===== src/rtl/mux_rr_arbiter_if.sv =====
// Purpose: bundles the request/grant/MUX-control signals between requesters, arbiter and the 8:1 MUX.
// Latency: none (wires only).
// Backpressure: none; requesters hold Request_In until granted, and the grant is their only flow control.
interface mux_rr_arbiter_if;
  logic [7:0] Request_In;
  logic [7:0] Grant_Out;
  logic [2:0] Select_Out;
  logic       Enable_Out;
  logic       Busy_Out;

  // Arbiter side: consumes requests, drives grant and MUX controls.
  modport slave (
    input  Request_In,
    output Grant_Out,
    output Select_Out,
    output Enable_Out,
    output Busy_Out
  );

  // Requester side: raises requests, observes grant and MUX controls.
  modport master (
    output Request_In,
    input  Grant_Out,
    input  Select_Out,
    input  Enable_Out,
    input  Busy_Out
  );
endinterface


===== src/rtl/mux_rr_arbiter.sv =====
// Purpose: round-robin arbiter granting one 8:1 MUX channel to eight requesters in bounded bursts.
// Latency: grant visible one edge after a request is sampled; optional GAP_CYCLES tri-state gap between bursts.
// Backpressure: a dropped request ends its burst at the next edge; other requests wait for the next arbitration.
module mux_rr_arbiter #(
  parameter int BURST_LEN  = 4,
  parameter int GAP_CYCLES = 1
) (
  input  logic            Clk_In,
  input  logic            Reset_N_In,
  mux_rr_arbiter_if.slave arb
);

  localparam logic [7:0] BURST_L = 8'(BURST_LEN);
  localparam logic [3:0] GAP_L   = 4'(GAP_CYCLES);

  typedef enum logic [1:0] {
    ST_IDLE  = 2'd0,
    ST_GRANT = 2'd1,
    ST_TURN  = 2'd2
  } state_e;

  state_e     state_q, state_d;
  logic [7:0] grant_q, grant_d;
  logic [2:0] sel_q, sel_d;
  logic       en_q, en_d;
  logic       busy_q, busy_d;
  logic [7:0] beat_q, beat_d;
  logic [3:0] gap_q, gap_d;
  logic [2:0] last_ptr_q, last_ptr_d;

  logic [7:0] req;
  logic [2:0] arb_base;
  logic [2:0] cand;
  logic [2:0] win_idx;
  logic       win_vld;
  logic       do_arb;

  assign req = arb.Request_In;

  // During GRANT the only arbitration that can happen is the zero-gap
  // back-to-back case, which must already see the current winner as last.
  assign arb_base = (state_q == ST_GRANT) ? sel_q : last_ptr_q;

  // Rotating priority search starting just above arb_base; arb_base itself is checked last.
  always_comb begin
    win_idx = 3'd0;
    win_vld = 1'b0;
    cand    = 3'd0;
    for (int i = 1; i <= 8; i++) begin
      cand = arb_base + 3'(i);
      if (!win_vld && req[cand]) begin
        win_vld = 1'b1;
        win_idx = cand;
      end
    end
  end

  // Next-state and registered-output decode.
  always_comb begin
    state_d    = state_q;
    grant_d    = grant_q;
    sel_d      = sel_q;
    en_d       = en_q;
    beat_d     = beat_q;
    gap_d      = gap_q;
    last_ptr_d = last_ptr_q;
    do_arb     = 1'b0;

    case (state_q)
      ST_IDLE: begin
        if (win_vld) begin
          do_arb = 1'b1;
        end
      end

      ST_GRANT: begin
        // Burst limit and early release collapse into one end-of-grant path.
        if ((beat_q == BURST_L) || !req[sel_q]) begin
          last_ptr_d = sel_q;
          grant_d    = 8'h00;
          en_d       = 1'b0;
          beat_d     = 8'd0;
          if (GAP_L != 4'd0) begin
            state_d = ST_TURN;
            gap_d   = GAP_L;
          end else if (win_vld) begin
            do_arb = 1'b1;
          end else begin
            state_d = ST_IDLE;
          end
        end else begin
          beat_d = beat_q + 8'd1;
        end
      end

      ST_TURN: begin
        if (gap_q == 4'd1) begin
          gap_d = 4'd0;
          if (win_vld) begin
            do_arb = 1'b1;
          end else begin
            state_d = ST_IDLE;
          end
        end else begin
          gap_d = gap_q - 4'd1;
        end
      end

      default: begin
        state_d = ST_IDLE;
      end
    endcase

    if (do_arb) begin
      state_d = ST_GRANT;
      grant_d = 8'd1 << win_idx;
      sel_d   = win_idx;
      en_d    = 1'b1;
      beat_d  = 8'd1;
    end

    busy_d = (state_d != ST_IDLE);
  end

  // State and output registers; pointer resets to 7 so requester 0 leads after reset.
  always_ff @(posedge Clk_In or negedge Reset_N_In) begin
    if (!Reset_N_In) begin
      state_q    <= ST_IDLE;
      grant_q    <= 8'h00;
      sel_q      <= 3'd0;
      en_q       <= 1'b0;
      busy_q     <= 1'b0;
      beat_q     <= 8'd0;
      gap_q      <= 4'd0;
      last_ptr_q <= 3'd7;
    end else begin
      state_q    <= state_d;
      grant_q    <= grant_d;
      sel_q      <= sel_d;
      en_q       <= en_d;
      busy_q     <= busy_d;
      beat_q     <= beat_d;
      gap_q      <= gap_d;
      last_ptr_q <= last_ptr_d;
    end
  end

  assign arb.Grant_Out  = grant_q;
  assign arb.Select_Out = sel_q;
  assign arb.Enable_Out = en_q;
  assign arb.Busy_Out   = busy_q;

  // Output invariants: grant at most one-hot, enable mirrors grant, select points at the grant.
  a_grant_onehot0: assert property (@(posedge Clk_In) disable iff (!Reset_N_In)
    $onehot0(grant_q));
  a_enable_matches: assert property (@(posedge Clk_In) disable iff (!Reset_N_In)
    en_q == (|grant_q));
  a_select_granted: assert property (@(posedge Clk_In) disable iff (!Reset_N_In)
    en_q |-> grant_q[sel_q]);

endmodule


===== src/flat_wrapper.sv =====
// flat-port wrapper written by rule: the top's interface ports become plain ports
module mux_rr_arbiter_flat 
#(
  parameter int BURST_LEN  = 4,
  parameter int GAP_CYCLES = 1
)
  (Clk_In, Reset_N_In, arb_Request_In, arb_Grant_Out, arb_Select_Out, arb_Enable_Out, arb_Busy_Out);
  mux_rr_arbiter_if arb_i ();
  input  logic Clk_In;
  input  logic Reset_N_In;
  input wire logic [$bits(arb_i.Request_In)-1:0] arb_Request_In;
  output wire logic [$bits(arb_i.Grant_Out)-1:0] arb_Grant_Out;
  output wire logic [$bits(arb_i.Select_Out)-1:0] arb_Select_Out;
  output wire logic [$bits(arb_i.Enable_Out)-1:0] arb_Enable_Out;
  output wire logic [$bits(arb_i.Busy_Out)-1:0] arb_Busy_Out;
  assign arb_i.Request_In = arb_Request_In;
  assign arb_Grant_Out = arb_i.Grant_Out;
  assign arb_Select_Out = arb_i.Select_Out;
  assign arb_Enable_Out = arb_i.Enable_Out;
  assign arb_Busy_Out = arb_i.Busy_Out;
  mux_rr_arbiter #(.BURST_LEN(BURST_LEN), .GAP_CYCLES(GAP_CYCLES)) u_core (.Clk_In(Clk_In), .Reset_N_In(Reset_N_In), .arb(arb_i));
endmodule

===== config.mk =====
export PLATFORM = sky130hd
export DESIGN_NAME = mux_rr_arbiter_flat
export DESIGN_NICKNAME = d
export VERILOG_FILES = /design/src/rtl/mux_rr_arbiter_if.sv /design/src/rtl/mux_rr_arbiter.sv /design/src/flat_wrapper.sv
export SDC_FILE = /design/constraint.sdc
export NUM_CORES = 1
export LEC_CHECK = 0
export CAP_MARGIN = 20
export CORE_UTILIZATION = 30
export CTS_BUF_LIST = sky130_fd_sc_hd__clkbuf_8 sky130_fd_sc_hd__clkbuf_16
export DETAILED_ROUTE_END_ITERATION = 8
export SLEW_MARGIN = 30
export SYNTH_ARGS = -nofsm -noshare
export SYNTH_HDL_FRONTEND = slang
export SYNTH_SLANG_ARGS = --single-unit

===== constraint.sdc =====
create_clock -name Clk_In -period 5.1 [get_ports Clk_In]
set_clock_uncertainty 0.15 [all_clocks]
set_input_delay 1.02 -clock Clk_In [delete_from_list [all_inputs] [get_ports Clk_In]]
set_output_delay 1.02 -clock Clk_In [all_outputs]
set_load 0.03 [all_outputs]

==> impl_metrics.toml, run 1 <==
[flow_run]
cap_violations = 0

[drt]
top_layer = "met4"
dr_wl_met2_um = 2580
routed_wirelength_um = 5740
wl_met3_um = 262
antenna_left = 0
drc = 0
via_per_inst = 5.42
drt-initial-drc-count = 221
met1_length_um = 2800
wl_per_cell_um = 14.9
dr.pass1.iters = 4
vias = 2080

[setup_path]
reg2reg_from = "u_core.state_q[1]"
worstPathArrival_ns = 4.43
cp-startpoint = "u_core.state_q[1]"
path_cells = "nand2b_1, a21oi_4, inv_4, ha_1, xnor2_1, mux4_2, a21boi_4, nand4_4, nor2_2, a221o_1, o21ai_1, o32ai_1"
worstSetupEndpointType = "register"
critPathMaxStageDelay_ns = 0.61
worstPathRequired_ns = 5.09
critPathMaxFanout = 14
worst-setup-path-type = "register to register"
crit_path_top_delay_cell = "mux4_2"
cp-start-kind = "register"
timing.critical_path.buf_inv = 1
crit_family = "compound AO/OA/AOI/OAI gates"

[min_path]
holdCritPathClass = "register to register"
hp-start = "u_core.arb.Grant_Out[2]"

[die]
die_y_um = 91.9
rows = 32
core-area_sq_um = 7770
initial_core_util_pct = 31.2
die_w_um = 91.9
ios = 23
die_area_sq_um = 8450

[timing]
maxSlewHeadroom_pct = 53.0
rsz0062_at_grt = "no"
post-route-period-util_pct = 87.2
setup_viol = 0
drv_slew = 0
fmax_mhz = 225
finalCriticalPeriod_ns = 4.45
hold_violations = 0
hold_ws_ns = 0.348
worst_pin_slew_ns = 0.696
setup_tns_ns = 0

[synth]
synthArstFlopShare_pct = 100
syn-cell-area_sq_um = 2430
ys.flop_type = "dfrtp_1"
synth_edf_count = 0
synthCells = 256
ys_seq_elements = 30
yosysSeqAreaShare_pct = 31.1
yosysWarnings = 0
syn-num-nets = 271
synth_cell_types = 64
avgSynthCellArea_sq_um = 9.48

[clock_tree]
path_clk_slew_ns = 0.07
clockBufferDepth = 2
htree_num_levels = 2
post_cts_buffers = 0
ctsHoldBuffers = 0
post_cts_resized = 0
cts.sinks = 30
cts-root-buf = "clkbuf_8"
cts_tree = "done"
cts-buffers-inserted = 5
insertion_delay_ns = 0.29

[final_layout]
drive_above_1_share_pct = 16.0
area_delta_synth_final_pct = 17.7
nets = 296
antenna_cells = 0

[place]
dp_hpwl_um = 4340
gp_congestion = 0.891
port_buffers = 22

[global_routing]
grt_pass1_vias = 2076
grt_pass1_wl_um = 9960
antenna_found_initial = 0
track_usage_pct = 14.8
grt_start_max_net_pins = 31
gr-total-overflow = 0

[outcome]
status = "complete, no violations"
## synthesized netlist by cell type (2+ instances only)
| cell type | count | share of area, % |
|---|---|---|
| o21ai_0 | 13 | 2.7 |
| inv_1 | 12 | 1.9 |
| mux2_2 | 5 | 2.3 |
| mux2i_1 | 15 | 6.2 |
| xnor2_1 | 6 | 2.2 |
| nand3_1 | 6 | 1.2 |
| mux2i_4 | 2 | 1.9 |
| o21ai_1 | 2 | 0.41 |
| a22oi_1 | 5 | 1.5 |
| nor2_1 | 27 | 4.2 |
| and2_1 | 2 | 0.52 |
| nor3_1 | 2 | 0.41 |
| a32oi_1 | 2 | 0.72 |
| buf_6 | 3 | 1.4 |
| mux4_2 | 5 | 4.6 |
| o32ai_1 | 5 | 1.8 |
| o21a_1 | 2 | 0.62 |
| xor2_1 | 4 | 1.4 |
| or3_1 | 2 | 0.52 |
| a32o_1 | 5 | 2.1 |
| nand2b_1 | 3 | 0.77 |
| o211ai_1 | 3 | 0.93 |
| buf_2 | 2 | 0.41 |
| mux2i_2 | 5 | 2.8 |
| a211oi_1 | 2 | 0.62 |
| a21oi_1 | 7 | 1.4 |
| dfrtp_1 | 27 | 28 |
| dfstp_2 | 3 | 3.2 |
| nor2b_1 | 3 | 0.77 |
| nand2_1 | 35 | 5.4 |
| ha_1 | 5 | 2.6 |
| o22ai_1 | 4 | 1.0 |
## cells by family after synthesis
family,share of synthesized area [%]
compound gates,22.5
xor+xnor,3.61
fa+ha+maj,2.58
buf+inv,4.54
flops,31.1
mux,17.8
simple gates,17.8
## state kept, by name, indices dropped and copies added, names as in the netlist
| register | flops |
|---|---|
| u_core.arb.Select_Out | 3 |
| u_core.state_q | 2 |
| u_core.gap_q | 4 |
| u_core.arb.Grant_Out | 8 |
| u_core.last_ptr_q | 3 |
| u_core.beat_q | 8 |
| u_core.arb.Enable_Out | 1 |
| u_core.arb.Busy_Out | 1 |
## layer usage
metal,vias up,GRT usage [%]
met5,-,0
met4,0,5.86
met3,10,2.90
met2,60,22.0
met1,1005,20.9
li1,1005,-
## placed cells by master (no fill, tap or decap), drive strengths merged, types with 5 or more instances in the layout
cell type,Yosys,final
nand2,35,35
nor2,28,28
dfrtp,27,27
clkdlybuf4s50,0,22
mux2i,22,22
o21ai,15,15
inv,14,14
a21oi,8,8
xnor2,6,6
nand3,6,6
a22oi,6,6
o32ai,6,6
mux4,5,5
a32o,5,5
mux2,5,5
ha,5,5
clkbuf,1,5
## worst reg2reg max path, delay by kind of cell (launching register included)
family | cells | cell delay (ns)
simple gates | 3 | 0.62
mux | 1 | 0.61
buf+inv | 1 | 0.13
xor+xnor | 1 | 0.33
flops | 1 | 0.49
fa+ha+maj | 1 | 0.25
compound gates | 5 | 1.71
## metrics by stage
stage	util, %	setup WS, ns	cells	instance area [sq um]
after CTS	36.8	0.642	384	2860
final	36.8	0.655	384	2860
after global placement	35.3	0.762	376	2740
after global routing	36.8	0.264	384	2860
after detailed placement	35.3	0.631	376	2740
after floorplan	-	1.19	256	2430
## final cells by class
cell class	count	area (sq um)
Fill cell	800	4910
Multi-Input combinational cell	205	1560
Sequential cell	30	754
Timing Repair Buffer	25	243
Tap cell	102	128
Clock buffer	5	68.8
Inverter	14	55.1
Clock inverter	3	45.0
## path summary, 6_finish.rpt
check                                          endpoint  slack, ns  cells after the start
worst max-delay path            u_core.arb.Grant_Out[7]       0.65                     12
worst min-delay path            u_core.arb.Grant_Out[2]       0.35                      1
worst max register to register  u_core.arb.Grant_Out[7]       0.65                     12
worst min register to register  u_core.arb.Grant_Out[2]       0.35                      1
max in group asynchronous          u_core.last_ptr_q[0]       3.51                      2
min in group asynchronous       u_core.arb.Grant_Out[7]       0.96                      2
Power of run 1 is not shown: default switching activity piles up to over one toggle a cycle in this logic, so the estimate is an artifact.
==> run 2: changes to the inputs <==
--- a/config.mk
+++ b/config.mk
@@ -6,9 +6,11 @@
 export NUM_CORES = 1
 export LEC_CHECK = 0
 export CAP_MARGIN = 20
-export CORE_UTILIZATION = 30
+export CORE_UTILIZATION = 58
 export CTS_BUF_LIST = sky130_fd_sc_hd__clkbuf_8 sky130_fd_sc_hd__clkbuf_16
 export DETAILED_ROUTE_END_ITERATION = 8
+export HOLD_SLACK_MARGIN = 0.1
+export PLACE_DENSITY = 0.81
 export SLEW_MARGIN = 30
 export SYNTH_ARGS = -nofsm -noshare
 export SYNTH_HDL_FRONTEND = slang
==> run 2 against run 1 <==
Compared with the run above:
- clock-buffer cell count stayed put
- critical path depth is the same
- setup slack lost 0.045 ns
- core utilization up 32 points
- register-to-register slack got worse by 0.04 ns
- critical path type unchanged
==> impl_metrics.toml, run 2 (synthesis gave the netlist of run 1 again) <==
[die]
ios = 23
die_area_sq_um = 4450
die_w_um = 66.7
die_y_um = 66.7
initial_core_util_pct = 60.7
core-area_sq_um = 4000
rows = 23

[clock_tree]
insertion_delay_ns = 0.28
ctsHoldBuffers = 0
cts-buffers-inserted = 5
post_cts_buffers = 0
cts_tree = "done"
post_cts_resized = 0
cts-root-buf = "clkbuf_8"
htree_num_levels = 2
cts.sinks = 30
clockBufferDepth = 2
path_clk_slew_ns = 0.06

[timing]
hold_violations = 0
fmax_mhz = 223
post-route-period-util_pct = 88.0
rsz0062_at_grt = "no"
maxSlewHeadroom_pct = 49.2
hold_ws_ns = 0.344
drv_slew = 0
setup_tns_ns = 0
setup_viol = 0
worst_pin_slew_ns = 0.753
finalCriticalPeriod_ns = 4.49

[drt]
via_per_inst = 6.46
antenna_left = 0
dr.pass1.iters = 7
drc = 0
routed_wirelength_um = 6080
drt-initial-drc-count = 229
wl_per_cell_um = 18.4
vias = 2137

[setup_path]
reg2reg_from = "u_core.state_q[1]"
worst-setup-path-type = "register to register"
crit_family = "compound AO/OA/AOI/OAI gates"
timing.critical_path.buf_inv = 1
crit_path_top_delay_cell = "mux4_2"
worstPathArrival_ns = 4.45
worstPathRequired_ns = 5.07
critPathMaxFanout = 14
cp-startpoint = "u_core.state_q[1]"
worstSetupEndpointType = "register"
cp-start-kind = "register"
critPathMaxStageDelay_ns = 0.61
path_cells = "nand2b_1, a21oi_4, inv_4, ha_1, xnor2_1, mux4_2, a21boi_4, nand4_4, nor2_2, a221o_1, o21ai_1, o32ai_1"

[global_routing]
grt_pass1_wl_um = 9690
gr-total-overflow = 0
antenna_found_initial = 0
grt_start_max_net_pins = 31
grt_pass1_vias = 1995
track_usage_pct = 29.5

[place]
dpl-instance-area_sq_um = 2680
gp_congestion = 0.987
dp_hpwl_um = 4450
port_buffers = 22

[final_layout]
nFillCells = 334
final_cell_mix = "nand2_1, nor2_1, dfrtp_1"
drive_above_1_share_pct = 14.9
nets = 296
antenna_cells = 0
fin_area_sq_um = 2750
area_delta_synth_final_pct = 13.5
final_common_cell = "nand2_1"

[flow_run]
cap_violations = 0

[min_path]
holdCritPathClass = "register to register"
hp-start = "u_core.gap_q[3]"

[outcome]
status = "complete, no violations"
-- run 2: changes by cell type in the layout (fill, tap and decap cells not counted), sizes merged --
cell      before  now
clkinvlp       2    0
inv           14   16
bufinv         1    0
-- run 2: cell type report --
type	count	area (sq um)	share of cell area [%]
clock inverters	2	7.51	0.273
inverters	14	55.1	2.00
repair buffers	25	243	8.82
well taps	50	62.6	2.27
clock buffers	5	68.8	2.50
flip-flops and latches	30	754	27.4
multi-input cells	205	1560	56.7
-- run 2: per-layer routing --
metal,wire [um],up-vias,global-route usage (%)
met5,0,-,0
met4,38,0,7.71
met3,519,5,6.68
met2,2690,108,43.7
met1,2830,1023,42.9
li1,-,1001,-
-- run 2: worst paths after layout --
kind / endpoint / slack, ns / cells after the start
max in group asynchronous: u_core.last_ptr_q[2] / 3.49 / 2
min in group asynchronous: u_core.state_q[1] / 1.00 / 2
worst max-delay path: u_core.arb.Grant_Out[7] / 0.61 / 12
worst min register to register: u_core.gap_q[3] / 0.34 / 1
worst min-delay path: u_core.gap_q[3] / 0.34 / 1
worst max register to register: u_core.arb.Grant_Out[7] / 0.61 / 12
-- run 2: per-stage QoR --
stage / cells / setup slack [ns] / util, %
floorplan: 256 / 1.19 / -
global placement: 324 / 0.819 / 66.9
detailed placement: 324 / 0.640 / 66.9
CTS: 331 / 0.619 / 68.8
global route: 331 / 0.238 / 68.8
finish: 331 / 0.610 / 68.8
Power of run 2 is left out for the same reason.
==> run 3: changes to the inputs <==
==> constraint.sdc (replaced) <==
create_clock -name Clk_In -period 4.9 [get_ports Clk_In]
set_clock_uncertainty 0.15 [all_clocks]
set_input_delay 0.98 -clock Clk_In [delete_from_list [all_inputs] [get_ports Clk_In]]
set_output_delay 0.98 -clock Clk_In [all_outputs]
set_load 0.03 [all_outputs]
==> run 3 against run 2 <==
Compared with the run above:
- register-to-register slack lost 0.27 ns
- clock-buffer cell count is 1 higher
- via count is 2.4% higher
- critical path depth unchanged
- critical path type unchanged
==> impl_metrics.toml, run 3 (synthesis gave the netlist of run 1 again) <==
[final_layout]
final_common_cell = "nand2_1"
drive_above_1_share_pct = 15.9
fin_area_sq_um = 2780
final_cell_mix = "nand2_1, nor2_1, dfrtp_1"
final_cells = 333
nets = 297
area_delta_synth_final_pct = 14.4
antenna_cells = 0

[clock_tree]
cts-root-buf = "clkbuf_8"
ctsHoldBuffers = 0
cts.sinks = 30
post_cts_resized = 0
cts-buffers-inserted = 5
path_clk_slew_ns = 0.06
post_cts_buffers = 0
htree_num_levels = 2
clockBufferDepth = 2
cts_tree = "done"
insertion_delay_ns = 0.28

[setup_path]
worstPathArrival_ns = 4.53
rr_worst_depth = 12
path_cells = "nand2b_1, a21oi_4, inv_4, ha_1, xnor2_1, mux4_2, a21boi_4, nand4_4, nor2_2, a221o_1, o21ai_1, o32ai_1"
r2r_slack_ns = 0.34
worst-setup-path-type = "register to register"
reg2reg_from = "u_core.state_q[1]"
worstSetupEndpointType = "register"
worstPathRequired_ns = 4.88
cp-start-kind = "register"
cp.depth = 12
crit_path_top_delay_cell = "mux4_2"
cp-startpoint = "u_core.state_q[1]"
crit_family = "compound AO/OA/AOI/OAI gates"
critPathMaxStageDelay_ns = 0.62
timing.critical_path.buf_inv = 1
critPathMaxFanout = 14

[global_routing]
grt_pass1_vias = 2002
grt_pass1_wl_um = 9830
antenna_found_initial = 0
track_usage_pct = 30.0
grt_start_max_net_pins = 31
gr-total-overflow = 0

[drt]
routed_wirelength_um = 6080
dr.pass1.iters = 5
antenna_left = 0
vias = 2189
via_per_inst = 6.57
drt-initial-drc-count = 211
wl_per_cell_um = 18.3
drc = 0

[place]
pre_cts_ws_ns = 0.403
dp.cells = 325
dpl-instance-area_sq_um = 2680
gp_congestion = 0.981
dp_hpwl_um = 4410
port_buffers = 22

[outcome]
status = "complete, no violations"

[timing]
setup_tns_ns = 0
rsz0062_at_grt = "no"
hold_violations = 0
fin_ws_ns = 0.341
fmax_mhz = 219
post-route-period-util_pct = 93.0
setup_viol = 0
finalCriticalPeriod_ns = 4.56
worst_pin_slew_ns = 0.695
maxSlewHeadroom_pct = 53.7
drv_slew = 0

[min_path]
hp-start = "u_core.gap_q[3]"
holdCritPathClass = "register to register"
hold_depth = 1

[die]
initial_core_util_pct = 60.7
rows = 23
die_area_sq_um = 4450
core-area_sq_um = 4000
die_y_um = 66.7
die_w_um = 66.7
ios = 23

[flow_run]
cap_violations = 0
run 3: changes by cell type in the layout (fill, tap and decap cells not counted):
cell	change
inv_1	-1
clkbuf_8	+1
buf_4	+1
clkinv_2	+1
run 3: worst paths after layout:
| kind | end |
|---|---|
| max | u_core.arb.Grant_Out[7] |
| max reg2reg | u_core.arb.Grant_Out[7] |
| min in group asynchronous | u_core.gap_q[0] |
| max in group asynchronous | u_core.last_ptr_q[0] |
| min reg2reg | u_core.gap_q[3] |
| min | u_core.gap_q[3] |
run 3: routing by layer:
metal | vias up | wire, um | track usage, %
li1 | 1002 | - | -
met1 | 1062 | 2820 | 45.1
met2 | 116 | 2680 | 43.4
met3 | 9 | 526 | 6.85
met4 | 0 | 53 | 6.12
met5 | - | 0 | 0
run 3: per-stage QoR:
step                utilization, %  hold slack [ns]
floorplan                        -            0.307
global placement              67.1            0.328
detailed placement            67.1            0.328
CTS                           69.4            0.339
global route                  69.4            0.348
finish                        69.4            0.337
run 3: cell type report:
cell class              instances  area [sq um]
clock buffers                   6          82.6
inverters                      14          55.1
fillers                       325          1220
clock inverters                 2          8.76
well taps                      50          62.6
flip-flops and latches         30           754
multi-input cells             205          1560
repair buffers                 26           250
Power of run 3 is left out for the same reason.
==> patch: new RTL, flow settings as in run 1 <==
Re-encode `state_e` (3 states) as one-hot, 3 bits wide.
--- a/src/rtl/mux_rr_arbiter.sv
+++ b/src/rtl/mux_rr_arbiter.sv
@@ -13,10 +13,10 @@
   localparam logic [7:0] BURST_L = 8'(BURST_LEN);
   localparam logic [3:0] GAP_L   = 4'(GAP_CYCLES);
 
-  typedef enum logic [1:0] {
-    ST_IDLE  = 2'd0,
-    ST_GRANT = 2'd1,
-    ST_TURN  = 2'd2
+  typedef enum logic [2:0] {
+    ST_IDLE  = 3'b001,
+    ST_GRANT = 3'b010,
+    ST_TURN  = 3'b100
   } state_e;
 
   state_e     state_q, state_d;
Behaviour: same outputs for any inputs over 10 cycles, from zero or initial values and one cycle with Reset_N_In low; not proved beyond that.
==> patch against run 1 <==
- cell area up 8.9%
- synthesized cell count increased by 12%
- area after synthesis is 12% higher
- sequential cell count grew 1
- count of clock-buffer cells in the layout rose by 2
- non-clock buffer count increased by 1
- setup slack improved by 0.42 ns
- maximum frequency grew 10%
- first-iteration DRC count fell by 32%
- wire length increased by 16%
- critical endpoint is now u_core.arb.Grant_Out[4]
Power is not shown: default switching activity piles up to over one toggle a cycle in this logic, so the estimate is an artifact.
==> patch: results (changes against run 1) <==
Yosys
The number of library cell types mapped by synthesis came to 63 (was 64). The sequential share of the synthesized area came to 28.68% (was 31.10%). Cell types occupying the most area after synthesis: dfrtp_1 (25%), mux4_2 (12%), mux2i_1 (5.5%) (was dfrtp_1 (28%), mux2i_1 (6.2%), nand2_1 (5.4%)).

Global route
The global-route wire length before repair is 11.38 mm (was 9.963 mm). The maximum number of pins on one net before global-route repair is 32 (was 31). The met1 layer usage reported by global route is 19.75% (was 20.94%). The global-route track usage on met2 came to 24.16% (was 21.95%). The met3 track demand over resource in global routing is 2.230% (was 2.902%). The all-layer global routing usage is 14.62% (was 14.77%). The number of global-route vias before repair is 2250 (was 2076).

Final layout
The number of filler cells placed in the layout came to 889 (was 800). The fraction of final layout cells with drive strength greater than 1 came to 17.16% (was 15.96%). The post-layout net count is 317 (was 296).

CTS
The clock latency at the later pin of the worst-skew pair is 0.27 ns (was 0.29 ns).

Route
The total wirelength of the detailed-routed design came to 6.642 mm (was 5.735 mm). The number of DRC markers in iteration 0 came to 150 (was 221). The total via count in the routed design is 2358 (was 2080).

Critical path
The timing startpoint of the critical path is u_core.state_q[0] (was u_core.state_q[1]). The data arrival time of the worst path is 4.03 ns (was 4.43 ns). The end of the worst register-to-register path is u_core.arb.Grant_Out[4] (was u_core.arb.Grant_Out[7]).

Place
The setup slack after placement was 0.8261 ns (was 0.6314 ns).

Min path
The capture endpoint of the worst hold path is u_core.gap_q[3] (was u_core.arb.Grant_Out[2]). The launch point of the worst hold path is u_core.gap_q[3] (was u_core.arb.Grant_Out[2]).

Timing
The slew at the pin closest to its max-slew limit is 0.8135 ns (was 0.6961 ns).

Status
Outcome: complete, no violations (unchanged).
==> patch: changes by cell type after synthesis, moves of 4 or more <==
cell,delta
mux2i_2,-5
buf_2,+4
inv_1,-4
mux4_2,+10
xnor2_1,-5
nand3_1,+5
a21oi_1,+9
a22oi_1,-5
o32ai_1,-5
clkbuf_1,+5
o31ai_1,+4
nor2_1,-10
==> patch: cell type report <==
type                       count  area [um2]  area share (%)
multi-input combinational    230        1812           58.29
sequential                    31       780.7           25.12
timing repair buffer          26       250.2           8.052
tap                          108       135.1           4.348
clock buffer                   7       96.34           3.100
inverter                       8       30.03          0.9662
clock inverter                 1       3.754          0.1208
==> patch: kinds of logic (layout without fill, tap and decap cells) <==
kind of cell / Yosys count / after routing / share of synthesized area, %
DFF: 31 / 31 / 28.68
xor gates and xnor gates: 8 / 8 / 2.574
AOI/OAI and AO/OA: 75 / 75 / 20.13
muxes: 39 / 39 / 22.06
buffers and inverters: 26 / 42 / 4.963
adders and majority gates: 5 / 5 / 2.298
and+or+nand+nor: 103 / 103 / 19.30
==> patch: per-layer routing <==
metal / wire, um / part of all wire, %
met5: 0 / 0
met4: 102 / 1.5
met3: 312 / 4.7
met2: 3217 / 48
met1: 3010 / 45
==> patch: stage by stage <==
stage	cell area (um2)	hold slack, ns	std cells
floorplan	2723	0.2928	287
global placement	3008	0.3233	403
detailed placement	3008	0.3198	403
CTS	3108	0.3335	411
global route	3108	0.3641	411
finish	3108	0.3293	411
==> patch: worst reg2reg max path: stages, from the launching register on <==
cell and delay (ns):
dfstp_2 0.62, or3b_1 0.14, buf_4 0.25, mux2i_4 0.41, inv_1 0.14, ha_1 0.38, mux4_2 0.40, or2_4 0.30
o41ai_4 0.49, buf_4 0.25, a31oi_2 0.08, a32o_1 0.30
